==> src/rtl/coin_pulse_gen_if.sv <==
// rtl/coin_pulse_gen_if.sv - coin sensor inputs and pulse/status outputs of the coin front end
interface coin_pulse_gen_if;
  logic       coin_d_raw;
  logic       coin_q_raw;
  logic       accept_en;
  logic       D_in;
  logic       Q_in;
  logic       busy;
  logic       ovf_err;
  logic [7:0] d_count;
  logic [7:0] q_count;

  modport master (
    output coin_d_raw, coin_q_raw, accept_en,
    input  D_in, Q_in, busy, ovf_err, d_count, q_count
  );

  modport slave (
    input  coin_d_raw, coin_q_raw, accept_en,
    output D_in, Q_in, busy, ovf_err, d_count, q_count
  );
endinterface

==> src/rtl/coin_pulse_gen.sv <==
// rtl/coin_pulse_gen.sv - synchronise, debounce and arbitrate coin sensors into single-cycle pulses
module coin_pulse_gen #(
  parameter int DEBOUNCE_CYCLES = 4,
  parameter int GAP_CYCLES      = 2
) (
  input logic             clock,
  input logic             rstn,
  coin_pulse_gen_if.slave bus
);

  localparam logic [3:0] DEB_LAST = 4'(DEBOUNCE_CYCLES - 1);
  localparam logic [3:0] GAP_LAST = 4'(GAP_CYCLES - 1);

  typedef enum logic [1:0] {IDLE, PULSE, GAP} state_t;

  // Channel 0 is the dollar sensor, channel 1 the quarter sensor.
  logic [1:0] raw;
  logic [1:0] s1, s2, deb, rise;
  logic [3:0] cnt [2];

  logic       pend_d, pend_q, ovf_q;
  logic [7:0] d_cnt, q_cnt;
  logic       d_pulse, q_pulse;
  logic [3:0] gap_cnt;
  state_t     state;

  state_t     state_n;
  logic       d_pulse_n, q_pulse_n;
  logic [3:0] gap_n;
  logic       clr_d, clr_q;

  assign raw = {bus.coin_q_raw, bus.coin_d_raw};

  always_ff @(posedge clock) begin
    if (!rstn) begin
      s1  <= '0;
      s2  <= '0;
      deb <= '0;
      for (int i = 0; i < 2; i++) cnt[i] <= '0;
    end else begin
      s1 <= raw;
      s2 <= s1;
      for (int i = 0; i < 2; i++) begin
        if (s2[i] == deb[i]) begin
          cnt[i] <= '0;
        end else if (cnt[i] == DEB_LAST) begin
          deb[i] <= s2[i];
          cnt[i] <= '0;
        end else begin
          cnt[i] <= cnt[i] + 4'd1;
        end
      end
    end
  end

  // An event is the edge on which deb is about to go 0 -> 1.
  always_comb begin
    rise = '0;
    for (int i = 0; i < 2; i++) begin
      rise[i] = s2[i] & ~deb[i] & (cnt[i] == DEB_LAST);
    end
  end

  always_comb begin
    state_n   = state;
    d_pulse_n = 1'b0;
    q_pulse_n = 1'b0;
    gap_n     = gap_cnt;
    clr_d     = 1'b0;
    clr_q     = 1'b0;
    case (state)
      IDLE: begin
        if (pend_d) begin
          d_pulse_n = 1'b1;
          clr_d     = 1'b1;
          state_n   = PULSE;
        end else if (pend_q) begin
          q_pulse_n = 1'b1;
          clr_q     = 1'b1;
          state_n   = PULSE;
        end
      end
      PULSE: begin
        gap_n   = GAP_LAST;
        state_n = GAP;
      end
      GAP: begin
        if (gap_cnt == 4'd0) state_n = IDLE;
        else                 gap_n   = gap_cnt - 4'd1;
      end
      default: state_n = IDLE;
    endcase
  end

  always_ff @(posedge clock) begin
    if (!rstn) begin
      state   <= IDLE;
      d_pulse <= 1'b0;
      q_pulse <= 1'b0;
      gap_cnt <= '0;
    end else begin
      state   <= state_n;
      d_pulse <= d_pulse_n;
      q_pulse <= q_pulse_n;
      gap_cnt <= gap_n;
    end
  end

  // A new event on the clearing edge wins, so the coin is kept rather than lost.
  always_ff @(posedge clock) begin
    if (!rstn) begin
      pend_d <= 1'b0;
      pend_q <= 1'b0;
      ovf_q  <= 1'b0;
      d_cnt  <= '0;
      q_cnt  <= '0;
    end else begin
      if (rise[0] && bus.accept_en) pend_d <= 1'b1;
      else if (clr_d)               pend_d <= 1'b0;
      if (rise[1] && bus.accept_en) pend_q <= 1'b1;
      else if (clr_q)               pend_q <= 1'b0;
      if (bus.accept_en && ((rise[0] && pend_d && !clr_d) || (rise[1] && pend_q && !clr_q)))
        ovf_q <= 1'b1;
      if (d_pulse_n && d_cnt != 8'hFF) d_cnt <= d_cnt + 8'd1;
      if (q_pulse_n && q_cnt != 8'hFF) q_cnt <= q_cnt + 8'd1;
    end
  end

  assign bus.D_in    = d_pulse;
  assign bus.Q_in    = q_pulse;
  assign bus.busy    = (state != IDLE) | pend_d | pend_q;
  assign bus.ovf_err = ovf_q;
  assign bus.d_count = d_cnt;
  assign bus.q_count = q_cnt;

endmodule

==> src/flat_wrapper.sv <==
// flat-port wrapper written by rule: the top's interface ports become plain ports
module coin_pulse_gen_flat 
#(
  parameter int DEBOUNCE_CYCLES = 4,
  parameter int GAP_CYCLES      = 2
)
  (clock, rstn, bus_coin_d_raw, bus_coin_q_raw, bus_accept_en, bus_D_in, bus_Q_in, bus_busy, bus_ovf_err, bus_d_count, bus_q_count);
  coin_pulse_gen_if bus_i ();
  input logic clock;
  input logic rstn;
  input wire logic [$bits(bus_i.coin_d_raw)-1:0] bus_coin_d_raw;
  input wire logic [$bits(bus_i.coin_q_raw)-1:0] bus_coin_q_raw;
  input wire logic [$bits(bus_i.accept_en)-1:0] bus_accept_en;
  output wire logic [$bits(bus_i.D_in)-1:0] bus_D_in;
  output wire logic [$bits(bus_i.Q_in)-1:0] bus_Q_in;
  output wire logic [$bits(bus_i.busy)-1:0] bus_busy;
  output wire logic [$bits(bus_i.ovf_err)-1:0] bus_ovf_err;
  output wire logic [$bits(bus_i.d_count)-1:0] bus_d_count;
  output wire logic [$bits(bus_i.q_count)-1:0] bus_q_count;
  assign bus_i.coin_d_raw = bus_coin_d_raw;
  assign bus_i.coin_q_raw = bus_coin_q_raw;
  assign bus_i.accept_en = bus_accept_en;
  assign bus_D_in = bus_i.D_in;
  assign bus_Q_in = bus_i.Q_in;
  assign bus_busy = bus_i.busy;
  assign bus_ovf_err = bus_i.ovf_err;
  assign bus_d_count = bus_i.d_count;
  assign bus_q_count = bus_i.q_count;
  coin_pulse_gen #(.DEBOUNCE_CYCLES(DEBOUNCE_CYCLES), .GAP_CYCLES(GAP_CYCLES)) u_core (.clock(clock), .rstn(rstn), .bus(bus_i));
endmodule
==> config.mk <==
export PLATFORM = sky130hd
export DESIGN_NAME = coin_pulse_gen_flat
export DESIGN_NICKNAME = d
export VERILOG_FILES = /design/src/rtl/coin_pulse_gen_if.sv /design/src/rtl/coin_pulse_gen.sv /design/src/flat_wrapper.sv
export SDC_FILE = /design/constraint.sdc
export NUM_CORES = 1
export LEC_CHECK = 0
export CORE_UTILIZATION = 50
export CTS_CLUSTER_SIZE = 12
export DETAILED_ROUTE_END_ITERATION = 8
export PLACE_DENSITY = 0.7
export SLEW_MARGIN = 20
export SYNTH_ARGS = -nofsm -noshare
export SYNTH_HDL_FRONTEND = slang
export SYNTH_SLANG_ARGS = --single-unit
==> constraint.sdc <==
create_clock -name clock -period 2.06 [get_ports clock]
set_clock_uncertainty 0.1 [all_clocks]
set_input_delay 0.206 -clock clock [delete_from_list [all_inputs] [get_ports clock]]
set_output_delay 0.206 -clock clock [all_outputs]
set_load 0.1 [all_outputs]
==> metrics, run 1 <==
status complete, no violations; row count 22; clk sink count 41; worst r2r path cells 5; sequential share of the synthesized area 47.0%; min cycle time layout 1.95 ns; cell taking the most area after synthesis dfxtp_1; Worst setup SP type flop; detailed placer's ending HPWL 2800 um; overall power 1510 uW; H-tree levels 2; mux share of post-synthesis cell area 1.05%; final net count 246; post-synthesis adder-cell area fraction 4.57%; Final period util 94.5%; CP max FO 12; Initial Util 52.3%; layout cell share with drive strength beyond 1 21.3%; Hold Vio Cnt, Final 0; synth warn 0; Worst Path Arrival 1.64 ns; core area 0.00366 mm2; Slew Limit Fails 0; Post-Synthesis Cells 198; Skew-Pair Late Insertion Delay 0.29 ns; Max-Cap Viols 0; Synth area leaders dfxtp_1 34%, edfxtp_1 13%, ha_1 4.6%; GRT Util Overall 20.3%; GPL Wtd Cong 0.828; Max VDD drop 561 uV; worst hold path class flop to flop; # DRC 0; n_diodes 0; vias 1514; Post-Route WL 3760 um; Min-Delay Path Depth 1; critical path type flop to primary output; PnR worst setup slack 0.114 ns; PD cells 651 mW/mm2; largest family of logic cells by synthesized area simple AND/OR/NAND/NOR gates; fill count 311; CTS tree built; Yosys cell types 47; DRT Pass-1 Iters 4; area share of the largest cell type after synthesis 34.5%; # IOs 25; Synth Area in XOR/XNOR 5.94%; Die Area 0.00408 mm2; Avg Cell Area, Syn 9.67 um2; Worst-path clk slew 0.07 ns; vias in the first global route 1493; CP endpoint kind primary output; Synth Area in Simple Gates 25.0%; Starting DRT DRC Count 49; input/output buffers 24; largest net degree at the start of global routing 17; GRT overflow 0; Seq cells post-synth 41; CTS Root Cell clkbuf_8; Cell Area, Synth 0.00192 mm2; leakage power 0.000911 uW; RSZ-0062 raised after global routing false; Bufs on Longest Clock Path 2; # hold bufs at CTS 0; final setup fails 0; first-pass GRT wire length 6270 um; pre-CTS setup slack 0.254 ns; cts bufs inserted 5; Die Wd 63.9 um; Crit path required time 1.75 ns; share of async-settable or async-resettable flops after synthesis 0%; post-synthesis compound-gate area fraction 13.3%; WL/cell 13.3 um; Synth Flop Type dfxtp_1; remaining antenna violation count 0; Vias/cell 5.35; die height 63.9 um; EDFF count, synth 8; FMAX 514 MHz; Layout area overhead 21.4%; initial antenna violation count 0
## metrics by stage
step	std cells	utilization (%)	setup TNS, ns	instance area [um2]	hold slack, ns
2_1_floorplan	205	-	-0.00360	1950	0.233
3_3_place_gp	275	60.5	0	2220	0.318
3_5_place_dp	275	60.5	0	2220	0.327
4_1_cts	283	63.4	0	2320	0.345
5_1_grt	283	63.5	0	2320	0.360
6_report	283	63.5	0	2320	0.340
## logic make-up (layout without fill, tap and decap cells)
family                     Yosys count  in the layout
AOI/OAI and AO/OA                   37             37
xor gates and xnor gates            13             13
adders and majority gates            7              7
buffers and inverters               14             44
DFF                                 41             41
muxes                                2              2
other                                1              8
and+or+nand+nor                     83             83
## path summary, 6_finish.rpt
path / from / to / slack (ns)
setup reg to reg: u_core.cnt[1][0]$_SDFFCE_PN0P_ / u_core.bus.ovf_err$_SDFFE_PN0P_ / 0.23
hold / removal: u_core.s1[1]$_SDFF_PN0_ / u_core.s2[1]$_SDFF_PN0_ / 0.34
setup / recovery: u_core.state[0]$_SDFFE_PN0P_ / bus_busy / 0.11
hold reg to reg: u_core.s1[1]$_SDFF_PN0_ / u_core.s2[1]$_SDFF_PN0_ / 0.34
## layout by cell type (no fill, tap or decap), types with 2 or more instances in the layout
cell type,n
a211oi_1,3
a21oi_1,10
and2_1,8
and3_1,3
buf_4,22
clkbuf_8,5
clkdlybuf4s50_1,4
clkinv_1,2
conb_1,8
dfxtp_1,23
dfxtp_2,10
edfxtp_1,8
ha_1,7
inv_1,8
mux2i_1,2
nand2_1,17
nand2b_1,3
nand3_1,6
nand3b_1,2
nand4_1,3
nor2_1,23
nor2b_1,2
o211ai_1,2
o21a_1,3
o21ai_0,10
o31ai_1,2
or2_2,2
or3_1,2
or3b_2,2
xnor2_1,5
xor2_1,8
## sequential cells by signal (all words and copies together) (netlist names)
register and count:
u_core.deb 2, u_core.pend_q 1, u_core.s2 2, u_core.bus.D_in 1, u_core.bus.q_count 8, u_core.bus.Q_in 1, u_core.cnt 8, u_core.bus.d_count 8
u_core.s1 2, u_core.gap_cnt 4, u_core.pend_d 1, u_core.bus.ovf_err 1, u_core.state 2
## cell type report
type                    instances  area [um2]  area share [%]
flip-flops and latches         41         913            39.3
inverters                       9        33.8            1.45
clock inverters                 2        33.8            1.45
well taps                      48        60.1            2.58
repair buffers                 27         225            9.69
multi-input cells             150         986            42.4
clock buffers                   6        72.6            3.12
## power breakdown
group | switching (uW) | leakage (uW) | internal, uW
sequential | 8.02 | 0.000354 | 828
clock | 263 | 0.0000528 | 358
combinational | 31.2 | 0.000504 | 24.5
total | 302 | 0.000911 | 1210
## critical path, stage by stage (launching register included)
cell and delay (ns):
dfxtp_2 0.40, or4_2 0.75, buf_12 0.21
## repair_timing
item | in CTS | in global routing
gates resized for setup | 0 | 2
endpoints found under the setup margin | 0 | 1
buffers inserted | 0 | 0
## per-layer routing
layer  global-route usage (%)  up-vias  part of all wire [%]
met4                     11.6        0                   3.2
met3                     6.25       14                   4.0
met5                        0        -                     0
met1                     21.1      714                    41
met2                     35.6       33                    52
li1                         -      753                     -
## Yosys cell counts, types with 5 or more instances
cell,n
o21ai_0,10
a21oi_1,10
dfxtp_1,33
nor2_1,23
edfxtp_1,8
nand3_1,6
xnor2_1,5
ha_1,7
nand2_1,17
inv_1,8
and2_1,8
xor2_1,8
(Power assumes the default switching activity.)
==> run 2: changes to the inputs <==
CTS_CLUSTER_SIZE = 8   (was 12)
REMOVE_ABC_BUFFERS = 1   (was unset)
==> run 2 against run 1 <==
Against the previous run:
- largest cell class unchanged
- largest power group unchanged
- die area stayed put
- routed wire length is 12% lower
- core utilization is 1.2 points lower
- via count is 5.7% lower
- combinational power is 5.2% lower
- final cell count is 0.35% lower
- clock power is 22% lower
- global-route usage is 2.0 points lower
- critical endpoint unchanged
==> metrics, run 2 (synthesis gave the netlist of run 1 again) <==
Starting DRT DRC Count 52 (+6.1%); Final period util 94.5% (about the same); Max-Cap Viols 0 (unchanged); Skew-Pair Late Insertion Delay 0.29 ns (about the same); die height 63.9 um (unchanged); Layout area overhead 19.1%; vias in the first global route 1344 (-10%); leading cell type in the layout, fill and taps excluded dfxtp_1; final net count 245 (-0.41%); CP endpoint bus_busy; Crit path required time 1.75 ns (about the same); fill count 330 (+6.1%); status complete, no violations; Vias/cell 5.06 (-5.3%); CTS Root Cell clkbuf_8; PostCTS Resize Cnt 0 (unchanged); overall power 1370 uW (-9.3%); CTS tree built; cts bufs inserted 5 (unchanged); Post-Route WL 3320 um (-12%); Worst setup SP type flop; switching pwr 292 uW (-3.3%); r2r endpoint u_core.bus.ovf_err$_SDFFE_PN0P_; Comb pwr share 3.9% (+0.2 points); first-pass GRT wire length 5780 um (-7.7%); WL/cell 11.8 um (-12%); initial antenna violation count 0 (unchanged); TNS Setup 0 ns (unchanged); GRT Util Overall 18.2% (-2.0 points); n_diodes 0 (unchanged); H-tree levels 2 (unchanged); remaining antenna violation count 0 (unchanged); final setup fails 0 (unchanged); largest net degree at the start of global routing 22 (+5); detailed placer's ending HPWL 2370 um (-16%); R2R setup slack 0.25 ns (+0.02 ns); row count 22 (unchanged); CP startpoint u_core.state[0]$_SDFFE_PN0P_; Slew Limit Fails 0 (unchanged); Hold Vio Cnt, Final 0 (unchanged); Pint 1080 uW (-11%); core area 0.00366 mm2 (unchanged); input/output buffers 24 (unchanged); worst r2r path cells 5 (unchanged); Die Wd 63.9 um (unchanged); Clk pwr share 35.2% (-5.8 points); worst hold path class flop to flop; CP endpoint kind primary output; PD cells 601 mW/mm2 (-7.6%); Seq pwr share 60.9% (+5.6 points); clk sink count 41 (unchanged); # IOs 25 (unchanged); leakage power 0.000892 uW (-2.1%); Initial Util 52.3% (unchanged); # hold bufs at CTS 0 (unchanged); vias 1428 (-5.7%); # DRC 0 (unchanged); Max VDD drop 410 uV (-27%); Worst R2R Start u_core.cnt[1][0]$_SDFFCE_PN0P_; Worst-path clk slew 0.08 ns (about the same); min cycle time layout 1.95 ns (+0.000753 ns); GPL Wtd Cong 0.811 (-2.0%); # Post-CTS Setup Buffers 0 (unchanged); layout cell share with drive strength beyond 1 17.5% (-3.8 points); FMAX 514 MHz (about the same); DRT Pass-1 Iters 5 (+1); Final Core Density 62.3% (-1.2 points); Bufs on Longest Clock Path 2 (unchanged); GRT overflow 0 (unchanged); critical path type flop to primary output; Die Area 0.00408 mm2 (unchanged); RSZ-0062 raised after global routing false; Worst Path Arrival 1.64 ns (about the same); most frequent cells in the layout 31 x dfxtp_1, 23 x nor2_1, 21 x buf_4; CP max FO 12 (unchanged); Sw Ratio 21.3% (+1.3 points)
[run 2: changes by cell type in the layout (fill, tap and decap cells not counted), sizes merged]
| cell | delta |
|---|---|
| buf | -1 |
| bufinv | -1 |
| clkbuf | -1 |
| clkinv | +2 |
[run 2: worst min-delay path by stage]
stage / end / depth (start not counted) / start / slack, ns
final: u_core.s2[1]$_SDFF_PN0_ / 1 / u_core.s1[1]$_SDFF_PN0_ / 0.34
after global routing: u_core.s2[1]$_SDFF_PN0_ / 1 / u_core.s1[1]$_SDFF_PN0_ / 0.37
after CTS: u_core.s2[1]$_SDFF_PN0_ / 1 / u_core.s1[1]$_SDFF_PN0_ / 0.34
after detailed placement: u_core.s2[1]$_SDFF_PN0_ / 1 / u_core.s1[1]$_SDFF_PN0_ / 0.32
after global placement: u_core.s2[1]$_SDFF_PN0_ / 1 / u_core.s1[1]$_SDFF_PN0_ / 0.32
after floorplan: u_core.gap_cnt[1]$_SDFFE_PN0P_ / 1 / rstn / 0.22
[run 2: layout make-up]
cell class | count | area [um2] | share of cell area (%)
multi-input cells | 150 | 986 | 43.2
flip-flops and latches | 41 | 903 | 39.6
repair buffers | 26 | 218 | 9.54
clock buffers | 5 | 68.8 | 3.02
well taps | 48 | 60.1 | 2.63
inverters | 9 | 33.8 | 1.48
clock inverters | 3 | 12.5 | 0.548
[run 2: stage by stage]
step | hold slack [ns] | area, um2 | worst slack [ns] | instances
2_1_floorplan | 0.223 | 1920 | -0.230 | 200
3_3_place_gp | 0.318 | 2200 | 0.289 | 274
3_5_place_dp | 0.323 | 2200 | 0.256 | 274
4_1_cts | 0.344 | 2280 | 0.0122 | 282
5_1_grt | 0.368 | 2280 | 0.0730 | 282
6_report | 0.339 | 2280 | 0.113 | 282
[run 2: routing by layer]
| metal | track usage (%) | wire [um] |
|---|---|---|
| met1 | 23.2 | 1620 |
| met4 | 6.25 | 18 |
| met2 | 29.0 | 1580 |
| met5 | 0 | 0 |
| met3 | 5.89 | 94 |
[run 2: power groups by stage]
stage / Combinational (uW) / Clock, uW / Sequential (uW)
2_1_floorplan: 28.0 / 0 / 853
3_3_place_gp: 51.2 / 0 / 854
3_5_place_dp: 52.6 / 0 / 854
4_1_cts: 53.0 / 504 / 836
5_1_grt: 59.4 / 537 / 837
6_report: 52.9 / 483 / 836
[run 2: critical path, cell delays in order, from the launching register on]
cell and delay, ns:
dfxtp_2 0.40, or4_2 0.75, buf_12 0.21
